$ cat config.mk
export PLATFORM = sky130hd
export DESIGN_NAME = dht11_leitor
export DESIGN_NICKNAME = d
export VERILOG_FILES = /design/src/rtl/dht11_leitor.sv
export SDC_FILE = /design/constraint.sdc
export NUM_CORES = 1
export LEC_CHECK = 0
export ABC_CLOCK_PERIOD_IN_PS = 9300
export BUFFER_PORTS_ARGS = -buffer_cell sky130_fd_sc_hd__buf_2
export CAP_MARGIN = 5
export CORE_ASPECT_RATIO = 1.2
export CORE_MARGIN = 5
export CORE_UTILIZATION = 35
export DETAILED_ROUTE_END_ITERATION = 6
export GPL_TIMING_DRIVEN = 0
export RECOVER_POWER = 100
export SKIP_LAST_GASP = 1
export SYNTH_ARGS = -nofsm -noshare
export SYNTH_HDL_FRONTEND = slang
export SYNTH_SLANG_ARGS = --single-unit
$ cat constraint.sdc
create_clock -name clock -period 9.3 [get_ports clock]
set_input_delay 1.395 -clock clock [delete_from_list [all_inputs] [get_ports clock]]
set_output_delay 1.395 -clock clock [all_outputs]
set_load 0.005 [all_outputs]
$ cat src/rtl/dht11_leitor.sv
// Single-wire DHT11/DHT22-style reader: issues the host start pulse, decodes the
// 40-bit response frame, verifies the checksum and publishes temperature/humidity.
module dht11_leitor #(
    parameter int unsigned CLKS_PER_US   = 50,
    parameter int unsigned START_LOW_US  = 18000,
    parameter int unsigned TIMEOUT_US    = 200,
    parameter int unsigned BIT_THRESH_US = 40
) (
    input  logic        clock,
    input  logic        reset,
    input  logic        iniciar,
    input  logic        dht_in,
    output logic        dht_drive_low,
    output logic [15:0] temp,
    output logic [15:0] umidade,
    output logic        pronto,
    output logic        ocupado,
    output logic        erro_checksum,
    output logic        erro_timeout
);

    localparam int unsigned PRE_W  = (CLKS_PER_US > 1) ? $clog2(CLKS_PER_US) : 1;
    localparam int unsigned MAX_A  = (START_LOW_US > TIMEOUT_US) ? START_LOW_US : TIMEOUT_US;
    localparam int unsigned US_MAX = (MAX_A > BIT_THRESH_US) ? MAX_A : BIT_THRESH_US;
    localparam int unsigned US_W   = $clog2(US_MAX + 1);

    localparam logic [PRE_W-1:0] PRE_LAST     = PRE_W'(CLKS_PER_US - 1);
    localparam logic [US_W-1:0]  START_LAST   = US_W'(START_LOW_US - 1);
    localparam logic [US_W-1:0]  TIMEOUT_LAST = US_W'(TIMEOUT_US - 1);
    localparam logic [US_W-1:0]  THRESH       = US_W'(BIT_THRESH_US);

    typedef enum logic [2:0] {
        OCIOSO,
        PARTIDA,
        LIBERA,
        RESP_BAIXO,
        RESP_ALTO,
        BIT_BAIXO,
        BIT_ALTO,
        CONFERE
    } estado_t;

    estado_t          state_q, state_d;
    logic             sync1_q, sync1_d;
    logic             sync2_q, sync2_d;
    logic             prev_q, prev_d;
    logic [PRE_W-1:0] presc_q, presc_d;
    logic [US_W-1:0]  us_q, us_d;
    logic [5:0]       cnt_q, cnt_d;
    logic [38:0]      shift_q, shift_d;
    logic [15:0]      temp_q, temp_d;
    logic [15:0]      umid_q, umid_d;
    logic             pronto_q, pronto_d;
    logic             echk_q, echk_d;
    logic             eto_q, eto_d;

    logic        rise, fall, tick, timeout, bit_val, aguarda;
    logic [39:0] frame;
    logic [7:0]  soma;

    always_comb begin
        sync1_d = dht_in;
        sync2_d = sync1_q;
        prev_d  = sync2_q;
    end

    assign rise    = ~prev_q & sync2_q;
    assign fall    = prev_q & ~sync2_q;
    assign tick    = (presc_q == PRE_LAST);
    assign timeout = tick && (us_q == TIMEOUT_LAST);
    assign bit_val = (us_q >= THRESH);
    assign frame   = {shift_q, bit_val};
    assign soma    = frame[39:32] + frame[31:24] + frame[23:16] + frame[15:8];
    assign aguarda = state_q inside {LIBERA, RESP_BAIXO, RESP_ALTO, BIT_BAIXO, BIT_ALTO};

    always_comb begin
        state_d  = state_q;
        cnt_d    = cnt_q;
        shift_d  = shift_q;
        temp_d   = temp_q;
        umid_d   = umid_q;
        pronto_d = 1'b0;
        echk_d   = echk_q;
        eto_d    = eto_q;
        case (state_q)
            OCIOSO: begin
                if (iniciar) begin
                    state_d = PARTIDA;
                    echk_d  = 1'b0;
                    eto_d   = 1'b0;
                end
            end
            PARTIDA: begin
                if (tick && (us_q == START_LAST)) begin
                    state_d = LIBERA;
                end
            end
            LIBERA:     if (fall) state_d = RESP_BAIXO;
            RESP_BAIXO: if (rise) state_d = RESP_ALTO;
            RESP_ALTO: begin
                if (fall) begin
                    state_d = BIT_BAIXO;
                    cnt_d   = '0;
                end
            end
            BIT_BAIXO:  if (rise) state_d = BIT_ALTO;
            BIT_ALTO: begin
                if (fall) begin
                    shift_d = frame[38:0];
                    cnt_d   = cnt_q + 6'd1;
                    if (cnt_q == 6'd39) begin
                        // Checksum is resolved on the final edge so data and pronto appear together in CONFERE.
                        state_d = CONFERE;
                        if (soma == frame[7:0]) begin
                            umid_d   = frame[39:24];
                            temp_d   = frame[23:8];
                            pronto_d = 1'b1;
                        end else begin
                            echk_d = 1'b1;
                        end
                    end else begin
                        state_d = BIT_BAIXO;
                    end
                end
            end
            CONFERE:    state_d = OCIOSO;
            default:    state_d = OCIOSO;
        endcase
        if (aguarda && timeout && (state_d == state_q)) begin
            state_d = OCIOSO;
            eto_d   = 1'b1;
        end
    end

    // Edges seen while the host holds the line low are its own, so they do not stretch the start pulse.
    always_comb begin
        presc_d = tick ? '0 : presc_q + 1'b1;
        us_d    = tick ? us_q + 1'b1 : us_q;
        if ((state_d != state_q) || ((rise || fall) && (state_q != PARTIDA))) begin
            presc_d = '0;
            us_d    = '0;
        end
    end

    always_ff @(posedge clock) begin
        if (reset) begin
            state_q  <= OCIOSO;
            sync1_q  <= 1'b1;
            sync2_q  <= 1'b1;
            prev_q   <= 1'b1;
            presc_q  <= '0;
            us_q     <= '0;
            cnt_q    <= '0;
            shift_q  <= '0;
            temp_q   <= '0;
            umid_q   <= '0;
            pronto_q <= 1'b0;
            echk_q   <= 1'b0;
            eto_q    <= 1'b0;
        end else begin
            state_q  <= state_d;
            sync1_q  <= sync1_d;
            sync2_q  <= sync2_d;
            prev_q   <= prev_d;
            presc_q  <= presc_d;
            us_q     <= us_d;
            cnt_q    <= cnt_d;
            shift_q  <= shift_d;
            temp_q   <= temp_d;
            umid_q   <= umid_d;
            pronto_q <= pronto_d;
            echk_q   <= echk_d;
            eto_q    <= eto_d;
        end
    end

    assign dht_drive_low = (state_q == PARTIDA);
    assign ocupado       = (state_q != OCIOSO);
    assign temp          = temp_q;
    assign umidade       = umid_q;
    assign pronto        = pronto_q;
    assign erro_checksum = echk_q;
    assign erro_timeout  = eto_q;

endmodule

==> metrics.txt, run 1 <==
clock network power share 0.467; setup bufs post-CTS 0; CTS H-tree lvls 3; initial antenna violation count 0; Worst Hold Class register to register; Crit Path Max Fanout 10; Comb pwr share 0.026; fraction of registers with async set/reset 0; first-pass GRT wire length 19,000 um; Final ANT Viol Nets 0; Layout Utilization 0.407; WHS Endpoint prev_d; share of cells above drive strength 1 0.0603; clock-pin transition on the worst setup and hold timing paths 0.07 ns; post-synth net total 624; DR DRC count 0; drt wl/cell 13.4 um; Hold-fix buffers, CTS 0; setup tns final 0 ns; reg-to-reg critical path endpoint temp[3]; CP Class register to register; Slew Viols, Final 0; Worst R2R Path Depth 13; Pwr Total 909 uW; final number of hold-violating endpoints 0; Synth Cell Area 5200 um^2; Pleak 2.11 nW; via density per instance 4.72; Mapped Cells 592; Power Dens Cells 154 nW/um^2; switching part of the total 0.199; Max rail drop VDD 0.000107 V; fin cells 847; Cell variety after synth 45; Fill cells 1,491; diode count 0; largest net degree at the start of global routing 17; multi-input logic area 2800 um^2; Worst Path Arrival 5.20 ns; clk_lat worst skew 0.34 ns; Top FF cell, synth dfxtp_1; routed vias 3,998; Die W 121 um; core area 14,500 um^2; hold path depth 1; Cell Int Power 727 uW; DRT Pass-1 Iters 4; period utilization 0.530; root buffer cell clkbuf_16; Bufs on Longest Clock Path 2; CP endpoint kind register; gpl congestion 0.855; Layout Nets 674; min-delay src sync1_q; number of buffers created by CTS 9; Reg2Reg Launch Point shift_q[8]; wirelength, routed 11,400 um; number of port buffers 39; min cycle time layout 4.93 ns; WP data required 9.57 ns; Post-DP HPWL 8810 um; Seq cells post-synth 107; CTS tree done; cell count after placement 831; failing checks max-capacitance violations; Seq/Total Area, Yosys 0.412; Sw Pwr 181 uW; vias in the first global route 3,955; clock sinks 107; All-Layer GR Usage 0.135; R2R setup slack 4.37 ns; post-cts resize count 0; slew margin rel. 0.00597; register area 2140 um^2; MaxCap Viol Count 1; outcome finished with violations; Slew @ Worst Pin 1.48 ns; Die Y 144 um; Final Instance Area 5900 um^2; sequential power share 0.507; DP Area 5650 um^2; GR Overflow Total 0; CP Launch Type register; die area 17,400 um^2; Mean Syn Cell Area 8.78 um^2; endpoints failing setup 0; row count 48; EDFF count, synth 0; # IOs 41; fmax 0.203 GHz; Yosys warning total 0; Final Skew 0.00539 ns; detailed router's first-iteration violation count 158; starting density of the core 0.359; area delta synth->final 13.4%; RSZ-0062 raised after global routing no
[final cells by class]
cell class	count	area share
Multi-Input combinational cell	433	0.475
Sequential cell	107	0.363
Clock buffer	13	0.0458
Tap cell	200	0.0424
Timing Repair Buffer	39	0.0282
Buffer	33	0.0214
Inverter	19	0.0121
Clock inverter	3	0.0117
[Yosys cell counts (4+ instances only)]
master      n  area [um^2]
nand2b_1   65          407
dfxtp_1   107         2140
nand4_1     7         43.8
nand2_1   102          383
nor2_1     38          143
ha_1       14          175
buf_6       5         56.3
nor3_1     12         60.1
a21oi_1    48          240
and3_1      4         25.0
fa_1       14          280
xnor2_1    16          140
clkbuf_1   26         97.6
inv_1      19         71.3
xor2_1     20          175
or2_2       4         25.0
mux2i_1    33          330
nand3_1    11         55.1
o21ai_0     7         35.0
[layout by cell type, fill, tap and decap left out, types with 2 or more instances in the layout]
| master | count |
|---|---|
| a21oi_1 | 48 |
| a31oi_1 | 3 |
| and2_1 | 3 |
| and3_1 | 4 |
| buf_2 | 18 |
| bufinv_16 | 2 |
| clkbuf_1 | 55 |
| clkbuf_16 | 9 |
| clkbuf_8 | 3 |
| dfxtp_1 | 107 |
| fa_1 | 14 |
| ha_1 | 14 |
| inv_1 | 19 |
| mux2i_1 | 33 |
| nand2_1 | 102 |
| nand2b_1 | 65 |
| nand3_1 | 11 |
| nand3b_1 | 3 |
| nand4_1 | 8 |
| nor2_1 | 38 |
| nor2b_1 | 2 |
| nor3_1 | 12 |
| nor4_1 | 2 |
| o21ai_0 | 7 |
| o21bai_1 | 2 |
| o31ai_1 | 2 |
| or2_2 | 4 |
| or3_1 | 3 |
| or4_1 | 3 |
| xnor2_1 | 16 |
| xor2_1 | 20 |
[power by group through the flow]
stage	sequential, mW	clock (mW)	combinational, mW
floorplan	0.471	0	0.0186
global placement	0.471	0	0.0251
detailed placement	0.471	0	0.0259
CTS	0.461	0.435	0.0260
global route	0.461	0.455	0.0268
finish	0.461	0.424	0.0239
[metrics by stage]
stage,hold slack [ns],setup WS [ns]
3_3_place_gp,0.396,5.44
2_1_floorplan,0.389,5.89
5_1_grt,0.435,4.07
4_1_cts,0.423,5.35
6_report,0.416,4.37
3_5_place_dp,0.406,5.39
[flip-flops by register name, summed over array words and instances (netlist names)]
name	cells
cnt_q	6
erro_checksum	1
erro_timeout	1
presc_q	6
prev_d	1
prev_q	1
pronto	1
shift_q	39
state_q	3
sync1_q	1
temp	16
umidade	16
us_q	15
[cell families (layout without fill, tap and decap cells)]
family | count (synthesis) | after routing | share of synthesized area
simple gates | 265 | 265 | 0.254
flops | 107 | 107 | 0.412
compound gates | 70 | 70 | 0.0746
buf+inv | 52 | 107 | 0.0452
xor+xnor | 36 | 36 | 0.0606
mux | 34 | 34 | 0.0657
fa+ha+maj | 28 | 28 | 0.0876
[how the worst max path moves through the flow]
stage | cells after the start | slack (ns) | start | to
floorplan | 13 | 5.89 | shift_q[8] | temp[0]
global placement | 13 | 5.44 | shift_q[8] | umidade[14]
detailed placement | 13 | 5.39 | shift_q[8] | temp[3]
CTS | 13 | 5.35 | shift_q[8] | temp[6]
global route | 13 | 4.07 | shift_q[8] | umidade[15]
finish | 13 | 4.37 | shift_q[8] | temp[3]
[critical path, cell delays in order (launching register included)]
cell and delay [ns]:
dfxtp_1 0.37, fa_1 0.55, inv_1 0.05, fa_1 0.50, inv_1 0.04, ha_1 0.22
fa_1 0.41, xnor2_1 0.21, xnor2_1 0.08, nor3_1 0.23, nand4_1 0.15, nor4_1 1.13
clkbuf_1 0.65, mux2i_1 0.26
[metal layers]
metal	track usage	share of wire
met2	0.240	0.51
met4	0.0478	0.019
met3	0.0283	0.034
met5	0	0
met1	0.162	0.44
No activity file was read; power rests on OpenSTA's default activity.
==> run 2: changes to the inputs <==
- ABC_CLOCK_PERIOD_IN_PS: 9300 -> 4700
- clock period: 9.3 -> 4.7 ns (I/O delays scaled with it)
==> metrics.txt, run 2 (same netlist as run 1, synthesis figures left out) <==
detailed router's first-iteration violation count 168; via density per instance 4.71; RSZ-0062 raised after global routing no; Post-DP HPWL 8810 um; Die W 121 um; outcome complete, no violations; MaxCap Viol Count 0; Fin Hold WS 0.416 ns; DR DRC count 0; CP peak stage delay 0.81 ns; final number of hold-violating endpoints 0; Slew Viols, Final 0; number of port buffers 39; DP Area 5650 um^2; Pwr Total 1.80 mW; setup tns final 0 ns; fmax 0.239 GHz; Hold-fix buffers, CTS 0; drt wl/cell 13.5 um; Die Y 144 um; Worst Path Arrival 4.46 ns; Comb pwr share 0.026; Final ANT Viol Nets 0; most common cell after layout, fill and taps aside dfxtp_1; slowest CP cell nor4_2; flip-flop count of the largest register after layout 39; final setup margin 0.511 ns; Final Skew 0.00585 ns; Slew @ Worst Pin 1.06 ns; Power Dens Cells 304 nW/um^2; DRT Pass-1 Iters 4; Worst Hold Class register to register; starting density of the core 0.359; Crit Path Max Fanout 10; crit path cell chain fa_1 > inv_1 > fa_1 > inv_1 > ha_1 > fa_1 > xnor2_1 > xnor2_1 > nor3_1 > nand4_1 > nor4_2 > buf_6 > mux2i_1; period utilization 0.891; slew margin rel. 0.288; CTS H-tree lvls 3; setup slack at placement 0.787 ns; endpoints failing setup 0; number of buffers created by CTS 9; switching part of the total 0.201; clock-pin transition on the worst setup and hold timing paths 0.07 ns; GR Overflow Total 0; clock network power share 0.468; initial antenna violation count 0; Layout Nets 674; CP endpoint kind register; wirelength, routed 11,400 um; Max rail drop VDD 0.000213 V; die area 17,400 um^2; most flop-heavy register shift_q; Most common cell on crit path fa_1; Pleak 2.11 nW; vias in the first global route 3,955; Cell Int Power 1.44 mW; core area 14,500 um^2; clock sinks 107; most frequent cells in the layout dfxtp_1 (107), nand2_1 (102), nand2b_1 (65); Final Instance Area 5920 um^2; row count 48; clk_lat worst skew 0.35 ns; root buffer cell clkbuf_16; # IOs 41; CP Class register to register; area delta synth->final 13.9%; CP Launch Type register; first-pass GRT wire length 19,000 um; sequential power share 0.506; Bufs on Longest Clock Path 2; setup bufs post-CTS 0; Sw Pwr 362 uW; All-Layer GR Usage 0.135; gpl congestion 0.855; CTS tree done; diode count 0; min cycle time layout 4.19 ns; routed vias 3,993; largest net degree at the start of global routing 17; share of cells above drive strength 1 0.0634; WP data required 4.97 ns; post-cts resize count 0
-- run 2: final cells by class --
cell class | instances | area, um^2
Fill cell | 1489 | 8550
Multi-Input combinational cell | 433 | 2810
Sequential cell | 107 | 2140
Clock buffer | 13 | 270
Tap cell | 200 | 250
Timing Repair Buffer | 39 | 166
Buffer | 33 | 146
Inverter | 19 | 71.3
Clock inverter | 3 | 68.8
-- run 2: power by group through the flow --
stage / Combinational [mW] / Clock [mW] / Sequential, mW
2_1_floorplan: 0.0368 / 0 / 0.932
3_3_place_gp: 0.0497 / 0 / 0.932
3_5_place_dp: 0.0513 / 0 / 0.933
4_1_cts: 0.0514 / 0.860 / 0.911
5_1_grt: 0.0531 / 0.901 / 0.911
6_report: 0.0472 / 0.842 / 0.912
-- run 2: worst paths after layout --
path,start,end,slack (ns),cells after the start
worst max register to register,shift_q[8],temp[6],0.51,13
worst min register to register,sync1_q,prev_d,0.42,1
worst min-delay path,sync1_q,prev_d,0.42,1
worst max-delay path,shift_q[8],temp[6],0.51,13
-- run 2: per-stage QoR --
stage                     cells  utilization
final                       847        0.409
after detailed placement    831        0.390
after global placement      831        0.390
after floorplan             592            -
after global routing        847        0.409
after CTS                   847        0.413
-- run 2: routing by layer --
layer / vias to the layer above / track usage / part of all wire
li1: 2047 / - / -
met1: 1880 / 0.162 / 0.44
met2: 55 / 0.240 / 0.52
met3: 11 / 0.0283 / 0.034
met4: 0 / 0.0478 / 0.012
met5: - / 0 / 0
-- run 2: worst max-delay path: cells and delay by family, from the launching register on --
kind | cells | cell delay (ns)
adder cells (fa/ha/maj) | 4 | 1.68
multiplexers | 1 | 0.21
XOR/XNOR | 2 | 0.29
buffers and inverters | 3 | 0.36
AND/OR/NAND/NOR | 3 | 1.19
flip-flops | 1 | 0.37
==> run 3: changes to the inputs <==
- ABC_AREA: not set -> 1
==> metrics.txt, run 3 <==
crit path to temp[4]; DR DRC count 0; Cell variety after synth 33; EDFF count, synth 0; Slew @ Worst Pin 0.731 ns; Mapped Cells 656; post-synth net total 688; Seq/Total Area, Yosys 0.426; setup tns final 0 ns; Hold-fix buffers, CTS 0; clk_lat worst skew 0.35 ns; CP Launch Type register; post-cts resize count 0; Post-synth top cells nand2_1 (123), dfxtp_1 (107), nor2_1 (104); most common cell after layout, fill and taps aside nand2_1; flip-flop count of the largest register after layout 39; DRT Pass-1 Iters 4; Die Y 141 um; Bufs on Longest Clock Path 2; MaxCap Viol Count 0; most frequent cells in the layout nand2_1 (125), dfxtp_1 (107), nor2_1 (105); first-pass GRT wire length 20,000 um; final number of hold-violating endpoints 0; gpl congestion 0.826; CTS tree done; setup bufs post-CTS 0; initial antenna violation count 0; Mean Syn Cell Area 7.66 um^2; row count 48; Crit Path Max Fanout 10; CP endpoint kind register; Top FF cell, synth dfxtp_1; die area 16,900 um^2; routed vias 4,247; number of port buffers 39; area delta synth->final 12.5%; WP data required 4.99 ns; Worst Hold Class register to register; reg-to-reg critical path endpoint temp[4]; Yosys warning total 0; top cells by area, synth dfxtp_1 (43%), nand2_1 (9.2%), nor2_1 (7.8%); detailed router's first-iteration violation count 197; min cycle time layout 4.17 ns; All-Layer GR Usage 0.147; Post-DP HPWL 8930 um; Layout Nets 738; Synth Cell Area 5030 um^2; Power Dens Cells 300 nW/um^2; fin cells 886; hold path depth 1; cell count after placement 870; post-synth top area share 0.426; Worst R2R Path Depth 17; slew margin rel. 0.512; endpoints failing setup 0; Die W 119 um; CTS H-tree lvls 3; starting density of the core 0.353; number of buffers created by CTS 9; # IOs 41; core area 14,200 um^2; wirelength, routed 11,900 um; Final ANT Viol Nets 0; Pleak 2.36 nW; Max rail drop VDD 0.000174 V; period utilization 0.887; Worst Path Arrival 4.46 ns; top-count cell post-synth nand2_1; via density per instance 4.79; Slew Viols, Final 0; drt wl/cell 13.4 um; largest net degree at the start of global routing 19; RSZ-0062 raised after global routing no; diode count 0; GR Overflow Total 0; fmax 0.240 GHz; most flop-heavy register shift_q; Crit. Startpoint shift_q[8]; fraction of registers with async set/reset 0; R2R setup slack 0.53 ns; clock-pin transition on the worst setup and hold timing paths 0.07 ns; Seq cells post-synth 107; root buffer cell clkbuf_16; area leader, netlist dfxtp_1; Final Skew 0.0112 ns; share of cells above drive strength 1 0.0745; vias in the first global route 4,095; outcome complete, no violations; CP Class register to register; clock sinks 107; Reg2Reg Launch Point shift_q[8]
-- run 3: worst min path at each step --
stage / slack [ns] / end / from
2_1_floorplan: 0.39 / prev_d / sync1_q
3_3_place_gp: 0.40 / prev_d / sync1_q
3_5_place_dp: 0.39 / prev_d / sync1_q
4_1_cts: 0.41 / prev_d / sync1_q
5_1_grt: 0.44 / prev_d / sync1_q
6_report: 0.41 / prev_d / sync1_q
-- run 3: worst max-delay path, stage by stage, from the launching register on --
cell	delay, ns
dfxtp_1	0.36
fa_1	0.55
inv_1	0.05
fa_1	0.49
inv_1	0.04
ha_1	0.22
fa_1	0.44
or2_1	0.26
nand3_1	0.07
nand2_1	0.05
nor2_1	0.11
nand3_1	0.09
nor2_1	0.09
nand3_1	0.16
nor3_2	0.45
clkbuf_1	0.42
o21ai_0	0.14
nor2_1	0.11
-- run 3: logic make-up (layout without fill, tap and decap cells) --
logic type / Yosys count / after routing / share of synthesized area
compound gates: 119 / 119 / 0.124
xor+xnor: 21 / 21 / 0.0366
fa+ha+maj: 28 / 28 / 0.0906
buf+inv: 80 / 135 / 0.0637
flops: 107 / 107 / 0.426
simple gates: 301 / 301 / 0.259
-- run 3: power breakdown --
| group | internal [mW] | switching, mW | leakage (nW) |
|---|---|---|---|
| clock network | 0.383 | 0.356 | 0.142 |
| registers | 0.909 | 0.00359 | 0.863 |
| logic | 0.0120 | 0.0345 | 1.36 |
-- run 3: metal layers --
layer  GRT usage  part of all wire  up-vias
li1            -                 -     2216
met1       0.184              0.45     1953
met2       0.248              0.49       70
met3      0.0335             0.041        8
met4      0.0543             0.011        0
met5           0                 0        -
-- run 3: area by class of cell --
| class | count | area, um^2 |
|---|---|---|
| repair buffers | 39 | 161 |
| clock inverters | 5 | 46.3 |
| clock buffers | 11 | 243 |
| plain buffers | 25 | 97.6 |
| multi-input cells | 469 | 2540 |
| flip-flops and latches | 107 | 2140 |
| inverters | 55 | 206 |
| well taps | 175 | 219 |
| fillers | 1490 | 8580 |
-- run 3: through the flow --
stage	hold WS, ns	power [mW]	utilization	worst slack [ns]	instance area [um^2]
floorplan	0.389	0.968	-	1.30	5030
global placement	0.398	0.985	0.382	0.712	5440
detailed placement	0.393	0.985	0.382	0.702	5440
CTS	0.410	1.72	0.403	0.675	5730
global route	0.437	1.76	0.397	0.217	5650
finish	0.408	1.70	0.397	0.533	5650
